$ cat config.mk
export PLATFORM = sky130hd
export DESIGN_NAME = seq_detect_n
export DESIGN_NICKNAME = d
export VERILOG_FILES = /design/src/rtl/seq_detect_pkg.sv /design/src/rtl/seq_match_counter.sv /design/src/rtl/seq_detect_n.sv
export SDC_FILE = /design/constraint.sdc
export NUM_CORES = 1
export LEC_CHECK = 0
export ABC_AREA = 1
export CORE_MARGIN = 3
export CORE_UTILIZATION = 50
export CTS_CLUSTER_SIZE = 16
export DETAILED_ROUTE_END_ITERATION = 6
export GPL_ROUTABILITY_DRIVEN = 0
export PLACE_DENSITY = 0.73
export SLEW_MARGIN = 0
export SYNTH_ARGS = -nofsm -noshare
export SYNTH_HDL_FRONTEND = slang
export SYNTH_SLANG_ARGS = --single-unit
$ cat constraint.sdc
create_clock -name clk -period 2 [get_ports clk]
set_clock_uncertainty 0.15 [all_clocks]
set_input_delay 0.2 -clock clk [delete_from_list [all_inputs] [get_ports clk]]
set_output_delay 0.2 -clock clk [all_outputs]
set_load 0.05 [all_outputs]
$ cat src/rtl/seq_detect_pkg.sv
// rtl/seq_detect_pkg.sv - shared FSM state codes for the serial pattern detector
package seq_detect_pkg;

    localparam int STATE_W = 2;

    typedef enum logic [STATE_W-1:0] {
        IDLE   = 2'd0,
        FILL   = 2'd1,
        DETECT = 2'd2
    } state_t;

endpackage

$ cat src/rtl/seq_match_counter.sv
// rtl/seq_match_counter.sv - saturating match counter with synchronous clear
module seq_match_counter #(
    parameter int CNT_W = 8
) (
    input  logic             clk,
    input  logic             rstn,
    input  logic             clr,
    input  logic             inc,
    output logic [CNT_W-1:0] cnt
);

    // rstn is active-high here; clear beats increment, and the count sticks at all-ones
    always_ff @(posedge clk) begin
        if (rstn || clr) begin
            cnt <= '0;
        end else if (inc && (cnt != '1)) begin
            cnt <= cnt + CNT_W'(1);
        end
    end

endmodule

$ cat src/rtl/seq_detect_n.sv
// rtl/seq_detect_n.sv - configurable serial bit-pattern detector with overlap control
module seq_detect_n
    import seq_detect_pkg::*;
#(
    parameter int PAT_W = 4,
    parameter int CNT_W = 8
) (
    input  logic               clk,
    input  logic               rstn,
    input  logic               x,
    input  logic               x_valid,
    input  logic               cfg_load,
    input  logic [PAT_W-1:0]   cfg_pattern,
    input  logic               cfg_overlap,
    output logic               out,
    output logic [CNT_W-1:0]   match_cnt,
    output logic [STATE_W-1:0] state
);

    localparam int FILL_W = $clog2(PAT_W + 1);
    localparam logic [FILL_W-1:0] FULL = FILL_W'(PAT_W);

    state_t            state_q;
    logic [PAT_W-1:0]  pattern_q;
    logic              overlap_q;
    logic [PAT_W-1:0]  shreg;
    logic [PAT_W-1:0]  shift_next;
    logic [FILL_W-1:0] fill;
    logic [FILL_W-1:0] fill_next;
    logic              active;
    logic              match;

    assign shift_next = {shreg[PAT_W-2:0], x};
    assign fill_next  = (fill == FULL) ? FULL : fill + FILL_W'(1);
    assign active     = (state_q == FILL) || (state_q == DETECT);
    // A bit arriving alongside cfg_load is dropped, so it can never complete a match
    assign match      = active && x_valid && !cfg_load &&
                        (fill_next == FULL) && (shift_next == pattern_q);

    always_ff @(posedge clk) begin
        if (rstn) begin
            state_q   <= IDLE;
            pattern_q <= '0;
            overlap_q <= 1'b0;
            shreg     <= '0;
            fill      <= '0;
            out       <= 1'b0;
        end else if (cfg_load) begin
            state_q   <= FILL;
            pattern_q <= cfg_pattern;
            overlap_q <= cfg_overlap;
            shreg     <= '0;
            fill      <= '0;
            out       <= 1'b0;
        end else begin
            out <= 1'b0;
            case (state_q)
                IDLE: ;
                FILL, DETECT: begin
                    if (x_valid) begin
                        out <= match;
                        if (match && !overlap_q) begin
                            shreg   <= '0;
                            fill    <= '0;
                            state_q <= FILL;
                        end else begin
                            shreg   <= shift_next;
                            fill    <= fill_next;
                            state_q <= (fill_next == FULL) ? DETECT : FILL;
                        end
                    end
                end
                default: state_q <= IDLE;
            endcase
        end
    end

    seq_match_counter #(
        .CNT_W(CNT_W)
    ) u_counter (
        .clk (clk),
        .rstn(rstn),
        .clr (cfg_load),
        .inc (match),
        .cnt (match_cnt)
    );

    assign state = state_q;

endmodule

==> results of run 1 <==
[layout make-up]
cell class / count / area [µm²]
Fill cell: 212 / 750.7
Multi-Input combinational cell: 117 / 661.9
Sequential cell: 22 / 442.9
Timing Repair Buffer: 21 / 212.7
Inverter: 26 / 98.84
Tap cell: 28 / 35.03
Clock inverter: 1 / 30.03
Clock buffer: 3 / 22.52
[flip-flops by register name, summed over array words and instances, names as in the netlist]
signal         cells
pattern_q          4
u_counter.cnt      8
shreg              3
state              2
fill               3
out                1
overlap_q          1
[worst paths after layout]
kind                                      start                     end  slack (ns)  depth (start not counted)
setup / recovery  u_counter.cnt[4]$_SDFFE_PP0P_            match_cnt[4]        0.04                          1
hold / removal                             rstn   state[0]$_SDFFE_PP0P_        0.31                          2
setup reg to reg           fill[0]$_SDFFE_PP0N_   state[1]$_SDFFE_PP0P_        0.20                          8
hold reg to reg          overlap_q$_SDFFE_PP0P_  overlap_q$_SDFFE_PP0P_        0.33                          2
[cell usage in the layout, fill, tap and decap left out]
cell,n
sky130_fd_sc_hd__nand4_1,1
sky130_fd_sc_hd__buf_4,1
sky130_fd_sc_hd__clkbuf_4,3
sky130_fd_sc_hd__dlymetal6s2s_1,2
sky130_fd_sc_hd__nor2_1,12
sky130_fd_sc_hd__nor4_1,1
sky130_fd_sc_hd__nand2_2,3
sky130_fd_sc_hd__a211oi_1,2
sky130_fd_sc_hd__bufinv_16,1
sky130_fd_sc_hd__clkinv_2,1
sky130_fd_sc_hd__nand3b_1,1
sky130_fd_sc_hd__nand2_1,35
sky130_fd_sc_hd__nand3_4,2
sky130_fd_sc_hd__nor2_8,1
sky130_fd_sc_hd__dfxtp_2,2
sky130_fd_sc_hd__xnor2_1,4
sky130_fd_sc_hd__o21bai_1,1
sky130_fd_sc_hd__inv_2,4
sky130_fd_sc_hd__o21ai_1,1
sky130_fd_sc_hd__dfxtp_1,20
sky130_fd_sc_hd__xor2_1,3
sky130_fd_sc_hd__a21oi_1,19
sky130_fd_sc_hd__inv_1,21
sky130_fd_sc_hd__nor2_4,2
sky130_fd_sc_hd__nand3_1,12
sky130_fd_sc_hd__o21ai_0,9
sky130_fd_sc_hd__nand2_4,1
sky130_fd_sc_hd__ha_1,4
sky130_fd_sc_hd__nor2_2,3
sky130_fd_sc_hd__clkdlybuf4s50_1,18
[repair_timing]
| item | CTS | global route |
|---|---|---|
| endpoints found under the setup margin | 0 | 2 |
| hold buffers | 0 | 0 |
| resized for setup | 0 | 2 |
[kinds of logic (layout without fill, tap and decap cells)]
kind of cell | after synthesis | in the layout | share of synthesized area, %
and+or+nand+nor | 74 | 74 | 31.88
AOI/OAI and AO/OA | 32 | 32 | 13.96
buffers and inverters | 26 | 51 | 8.229
DFF | 22 | 22 | 36.67
xor gates and xnor gates | 7 | 7 | 5.104
adders and majority gates | 4 | 4 | 4.167
[worst register-to-register path, cell delays in order (launching register included)]
cell                      delay (ns)
sky130_fd_sc_hd__dfxtp_1        0.36
sky130_fd_sc_hd__inv_1          0.08
sky130_fd_sc_hd__ha_1           0.32
sky130_fd_sc_hd__a21oi_1        0.16
sky130_fd_sc_hd__nand2_2        0.14
sky130_fd_sc_hd__nor2_1         0.12
sky130_fd_sc_hd__nand3_1        0.19
sky130_fd_sc_hd__nand3_1        0.13
sky130_fd_sc_hd__a21oi_1        0.07
[metrics by stage]
| step | hold WS (ns) | setup slack [ns] |
|---|---|---|
| after global routing | 0.3305 | 0.0004422 |
| after detailed placement | 0.3131 | 0.09508 |
| after CTS | 0.3076 | 0.02629 |
| final | 0.3084 | 0.04068 |
| after global placement | 0.3158 | 0.1664 |
| after floorplan | 0.1117 | 0.04228 |
[power by group]
| group | switching [mW] | total [mW] | internal (mW) |
|---|---|---|---|
| registers | 0.00892 | 0.460 | 0.451 |
| clock network | 0.140 | 0.343 | 0.203 |
| logic | 0.0628 | 0.109 | 0.0459 |
[layer usage]
| layer | up-vias | track usage (%) |
|---|---|---|
| met5 | - | 0 |
| met1 | 524 | 26.22 |
| li1 | 579 | - |
| met3 | 4 | 2.949 |
| met2 | 19 | 31.89 |
| met4 | 0 | 6.073 |
==> summary.md, run 1 <==
- **Root Driver** sky130_fd_sc_hd__clkbuf_4
- **final std cell area, no fill** 1504 µm²
- **Layout Utilization** 66.70%
- **count of synthesis-stage warnings from yosys** 0
- **crit-path max FO** 5
- **post-layout power** 911.1 µW
- **number of instances in the synthesized netlist** 165
- **status** finished clean
- **area growth from synthesis to final layout** 25.21%
- **signal arrival time at the worst endpoint** 1.61 ns
- **Post-Syn Nets** 179
- **top post-synthesis cells by area** sky130_fd_sc_hd__dfxtp_1, sky130_fd_sc_hd__nand2_1, sky130_fd_sc_hd__a21oi_1
- **power density relative to cell area** 605.8 nW/µm²
- **Max Transition Viols Final** 0
- **Bufs and invs on worst path** 1
- **ys async rst share** 0%
- **minimum period implied by the final worst setup slack** 1.959 ns
- **leakage power figure** 0.6524 nW
- **Die Span X** 55.02 µm
- **number of optimization iterations in the first detailed-route pass** 4
- **placement-stage cell area** 1446 µm²
- **vias in the first global route** 1051
- **tightest slew margin relative to the limit** 66.49%
- **remaining global-route overflow** 0
- **Yosys top cell by area** sky130_fd_sc_hd__dfxtp_1
- **met3 WL post-DR** 94 µm
- **Buffers on Ports** 20
- **global-route usage over all layers** 19.50%
- **register clock-pin slew on the reported worst setup and hold paths** 0.13 ns
- **Core Box Area** 2255 µm²
- **Worst Tran Pin Value** 0.5018 ns
- **uppermost routed layer** met4
- **Final period util** 97.97%
- **type of the worst min-delay path** input pin to register
- **critical path's largest stage delay** 0.84 ns
- **Layout Cells excl Fill** 218
- **peak clock frequency supported by timing** 510.4 MHz
- **share of the yosys chip area belonging to registers** 36.67%
- **DRC violations left** 0
- **mean area per synthesized cell** 7.280 µm²
- **height of the chip** 55.02 µm
- **Layout Nets** 205
- **VDD IR max** 501.8 µV
- **Detail Route met2 WL** 1142 µm
- **routed length per placed instance** 11.42 µm
- **Die ar.** 3027 µm²
- **wire length of the first global-routing pass** 4409 µm
- **CP max-delay cell** sky130_fd_sc_hd__clkdlybuf4s50_1
- **cell row count** 17
- **delay-heaviest family, CP** buffers and inverters
- **setup repair after global routing missed its margin** false
- **share of Yosys cell area claimed by the top area cell type** 36.67%
- **Distinct cells, synth** 24
- **Critical Setup Path Class** register to output port
- **maximum buffer depth of the clock tree** 2
- **post-detailed-routing wire length** 2490 µm
- **max-cap violations** 0
- **post-CTS repair timing setup buffer count** 0
- **clk sinks** 22
- **most repeated cell in the gate-level netlist after synthesis** sky130_fd_sc_hd__nand2_1
- **Total Negative Setup Slacks** 0 ns
- **fraction of final layout cells with drive strength greater than 1** 12.63%
- **crit end category** output port
- **total of flip-flops plus latches after synthesis** 22
- **worst skew pair latency** 0.31 ns
- **total number of vias** 1126
- **Req. time, crit path** 1.65 ns
- **predominant post-synthesis flop cell** sky130_fd_sc_hd__dfxtp_1
- **pin count of the biggest net entering global routing** 14
- **estimated wirelength of the detail-placed design** 1918 µm
- **CTS tree** yes
- **initial antenna violation count** 0
- **Iter 0 DRT Violations** 21
- **cells along the critical path** clkdlybuf4s50_1
- **Antenna Cells** 0
- **met1 wire length** 1222 µm
- **total CTS buffers** 3
- **most frequent cells after synthesis** sky130_fd_sc_hd__nand2_1, sky130_fd_sc_hd__dfxtp_1, sky130_fd_sc_hd__inv_1, sky130_fd_sc_hd__a21oi_1
- **final setup fails** 0
- **endpoints failing hold** 0
- **number of placed I/O pins** 21
- **via-per-instance ratio** 5.165
- **Post-synth EDFFs** 0
- **maximum level of the CTS H-tree** 1
- **post-detailed-route count of antenna-violating nets** 0
- **CP startpoint kind** register
- **Cell Area, Synth** 1201 µm²
- **initial standard-cell utilization of the core** 53.27%
- **number of cells in the design after placement** 214
(Power assumes the default switching activity.)
==> run 2, diff against run 1 <==
--- a/config.mk
+++ b/config.mk
@@ -6,12 +6,13 @@
 export NUM_CORES = 1
 export LEC_CHECK = 0
 export ABC_AREA = 1
+export CAP_MARGIN = 20
 export CORE_MARGIN = 3
-export CORE_UTILIZATION = 50
+export CORE_UTILIZATION = 47
 export CTS_CLUSTER_SIZE = 16
 export DETAILED_ROUTE_END_ITERATION = 6
 export GPL_ROUTABILITY_DRIVEN = 0
-export PLACE_DENSITY = 0.73
+export PLACE_DENSITY = 0.69
 export SLEW_MARGIN = 0
 export SYNTH_ARGS = -nofsm -noshare
 export SYNTH_HDL_FRONTEND = slang
==> summary.md, run 2 (synthesis gave the netlist of run 1 again) <==
- **HP Start** rstn
- **post-layout power** 914.9 µW
- **Layout Cells excl Fill** 218
- **worst hold margin** 0.3050 ns
- **signal arrival time at the worst endpoint** 1.59 ns
- **registers with the most flip-flops** u_counter.cnt (8), pattern_q (4)
- **CP max-delay cell** sky130_fd_sc_hd__clkdlybuf4s50_1
- **crit-path max FO** 5
- **clk sinks** 22
- **register clock-pin slew on the reported worst setup and hold paths** 0.13 ns
- **Layout Nets** 205
- **minimum period implied by the final worst setup slack** 1.938 ns
- **Core Box Area** 2318 µm²
- **post-layout worst setup margin** 0.06167 ns
- **leakage power figure** 0.6712 nW
- **Storage cell area** 442.9 µm²
- **pin count of the biggest net entering global routing** 14
- **Cells on Worst Hold Path** 2
- **post-detailed-routing wire length** 2453 µm
- **Req. time, crit path** 1.65 ns
- **max-cap violations** 0
- **vias in the first global route** 1007
- **tightest slew margin relative to the limit** 66.42%
- **fraction of final layout cells with drive strength greater than 1** 13.16%
- **remaining global-route overflow** 0
- **Antenna Cells** 0
- **number of placed I/O pins** 21
- **post-detailed-route count of antenna-violating nets** 0
- **Max Transition Viols Final** 0
- **Worst path depth** 1
- **fill cell count** 210
- **type of the worst min-delay path** input pin to register
- **routed length per placed instance** 11.25 µm
- **CP startpoint kind** register
- **commonest non-fill, non-tap cell in the layout** sky130_fd_sc_hd__nand2_1
- **initial antenna violation count** 0
- **via-per-instance ratio** 5.133
- **Worst setup startpoint** u_counter.cnt[4]$_SDFFE_PP0P_
- **setup repair after global routing missed its margin** false
- **placement-stage cell area** 1446 µm²
- **delay-heaviest family, CP** buffers and inverters
- **critical path's largest stage delay** 0.84 ns
- **final std cell area, no fill** 1511 µm²
- **Bufs and invs on worst path** 1
- **Critical Setup Path Class** register to output port
- **height of the chip** 56.56 µm
- **final setup fails** 0
- **Largest Register** u_counter.cnt
- **Total Negative Setup Slacks** 0 ns
- **VDD IR max** 362.2 µV
- **CTS tree** yes
- **estimated wirelength of the detail-placed design** 1912 µm
- **Buffers on Ports** 20
- **number of cells in the design after placement** 214
- **status** finished clean
- **DP Worst Slack** 0.1329 ns
- **endpoints failing hold** 0
- **cells on worst reg2reg path** 10
- **Die Span X** 56.56 µm
- **Worst Tran Pin Value** 0.5029 ns
- **wire length of the first global-routing pass** 4243 µm
- **initial standard-cell utilization of the core** 51.81%
- **peak clock frequency supported by timing** 515.9 MHz
- **maximum level of the CTS H-tree** 1
- **reg-to-reg critical path startpoint** state[0]$_SDFFE_PP0P_
- **highest-count cells in the layout ignoring fill and taps** sky130_fd_sc_hd__nand2_1, sky130_fd_sc_hd__inv_1, sky130_fd_sc_hd__dfxtp_1
- **combined area of the multi-input logic cells** 666.9 µm²
- **power density relative to cell area** 605.3 nW/µm²
- **crit end category** output port
- **DRC violations left** 0
- **cells along the critical path** clkdlybuf4s50_1
- **Root Driver** sky130_fd_sc_hd__clkbuf_4
- **post-CTS repair timing setup buffer count** 0
- **cell row count** 17
- **Layout Utilization** 65.19%
- **Die ar.** 3198 µm²
- **Iter 0 DRT Violations** 52
- **area growth from synthesis to final layout** 25.83%
- **total number of vias** 1119
- **Final period util** 96.92%
- **flip-flop count of the largest register, all copies and words added** 8
- **maximum buffer depth of the clock tree** 2
- **total CTS buffers** 3
- **number of optimization iterations in the first detailed-route pass** 5
- **worst skew pair latency** 0.31 ns
- **global-route usage over all layers** 16.58%
[run 2: cell count changes in the layout (fill, tap and decap cells not counted)]
cell                              previous run  this run
sky130_fd_sc_hd__clkdlybuf4s50_1            18        17
sky130_fd_sc_hd__dlymetal6s2s_1              2         3
sky130_fd_sc_hd__nand3_1                    12        11
sky130_fd_sc_hd__nand3_2                     0         1
[run 2: final cells by class]
cell class,instances,area share [%]
multi-input combinational,117,44.12
clock inverter,1,1.987
timing repair buffer,21,14.24
clock buffer,3,1.490
tap,28,2.318
sequential,22,29.30
inverter,26,6.540
[run 2: layer usage]
| layer | GRT usage, % | vias up | part of all wire, % |
|---|---|---|---|
| met5 | 0 | - | 0 |
| met4 | 6.102 | 0 | 2.0 |
| met3 | 2.299 | 7 | 4.5 |
| met2 | 25.74 | 33 | 44 |
| met1 | 23.14 | 496 | 50 |
| li1 | - | 583 | - |
[run 2: path summary, 6_finish.rpt]
check	slack (ns)	endpoint
setup / recovery	0.06	match_cnt[4]
hold / removal	0.30	state[0]$_SDFFE_PP0P_
hold reg to reg	0.34	state[1]$_SDFFE_PP0P_
setup reg to reg	0.22	u_counter.cnt[1]$_SDFFE_PP0P_
[run 2: worst reg2reg max path, cell delays in order (launching register included)]
cell and delay, ns:
sky130_fd_sc_hd__dfxtp_2 0.37, sky130_fd_sc_hd__inv_1 0.04, sky130_fd_sc_hd__ha_1 0.34, sky130_fd_sc_hd__nand3_4 0.10
sky130_fd_sc_hd__nor2_4 0.15, sky130_fd_sc_hd__nand3_4 0.12, sky130_fd_sc_hd__nor2_8 0.18, sky130_fd_sc_hd__nand2_4 0.09
sky130_fd_sc_hd__clkinv_2 0.06, sky130_fd_sc_hd__nor2_1 0.04, sky130_fd_sc_hd__nor2_2 0.09
[run 2: timing repair]
item,CTS,global route
hold endpoints to repair,0,0
endpoints found under the setup margin,0,4
gates resized for setup,0,4
hold buffers,0,0
[run 2: report_power, final]
group	switching, mW	leakage [nW]	total [mW]	internal [mW]
registers	0.00947	0.180	0.460	0.451
clock network	0.142	0.0279	0.345	0.203
logic	0.0640	0.463	0.110	0.0459
total	0.216	0.671	0.915	0.699
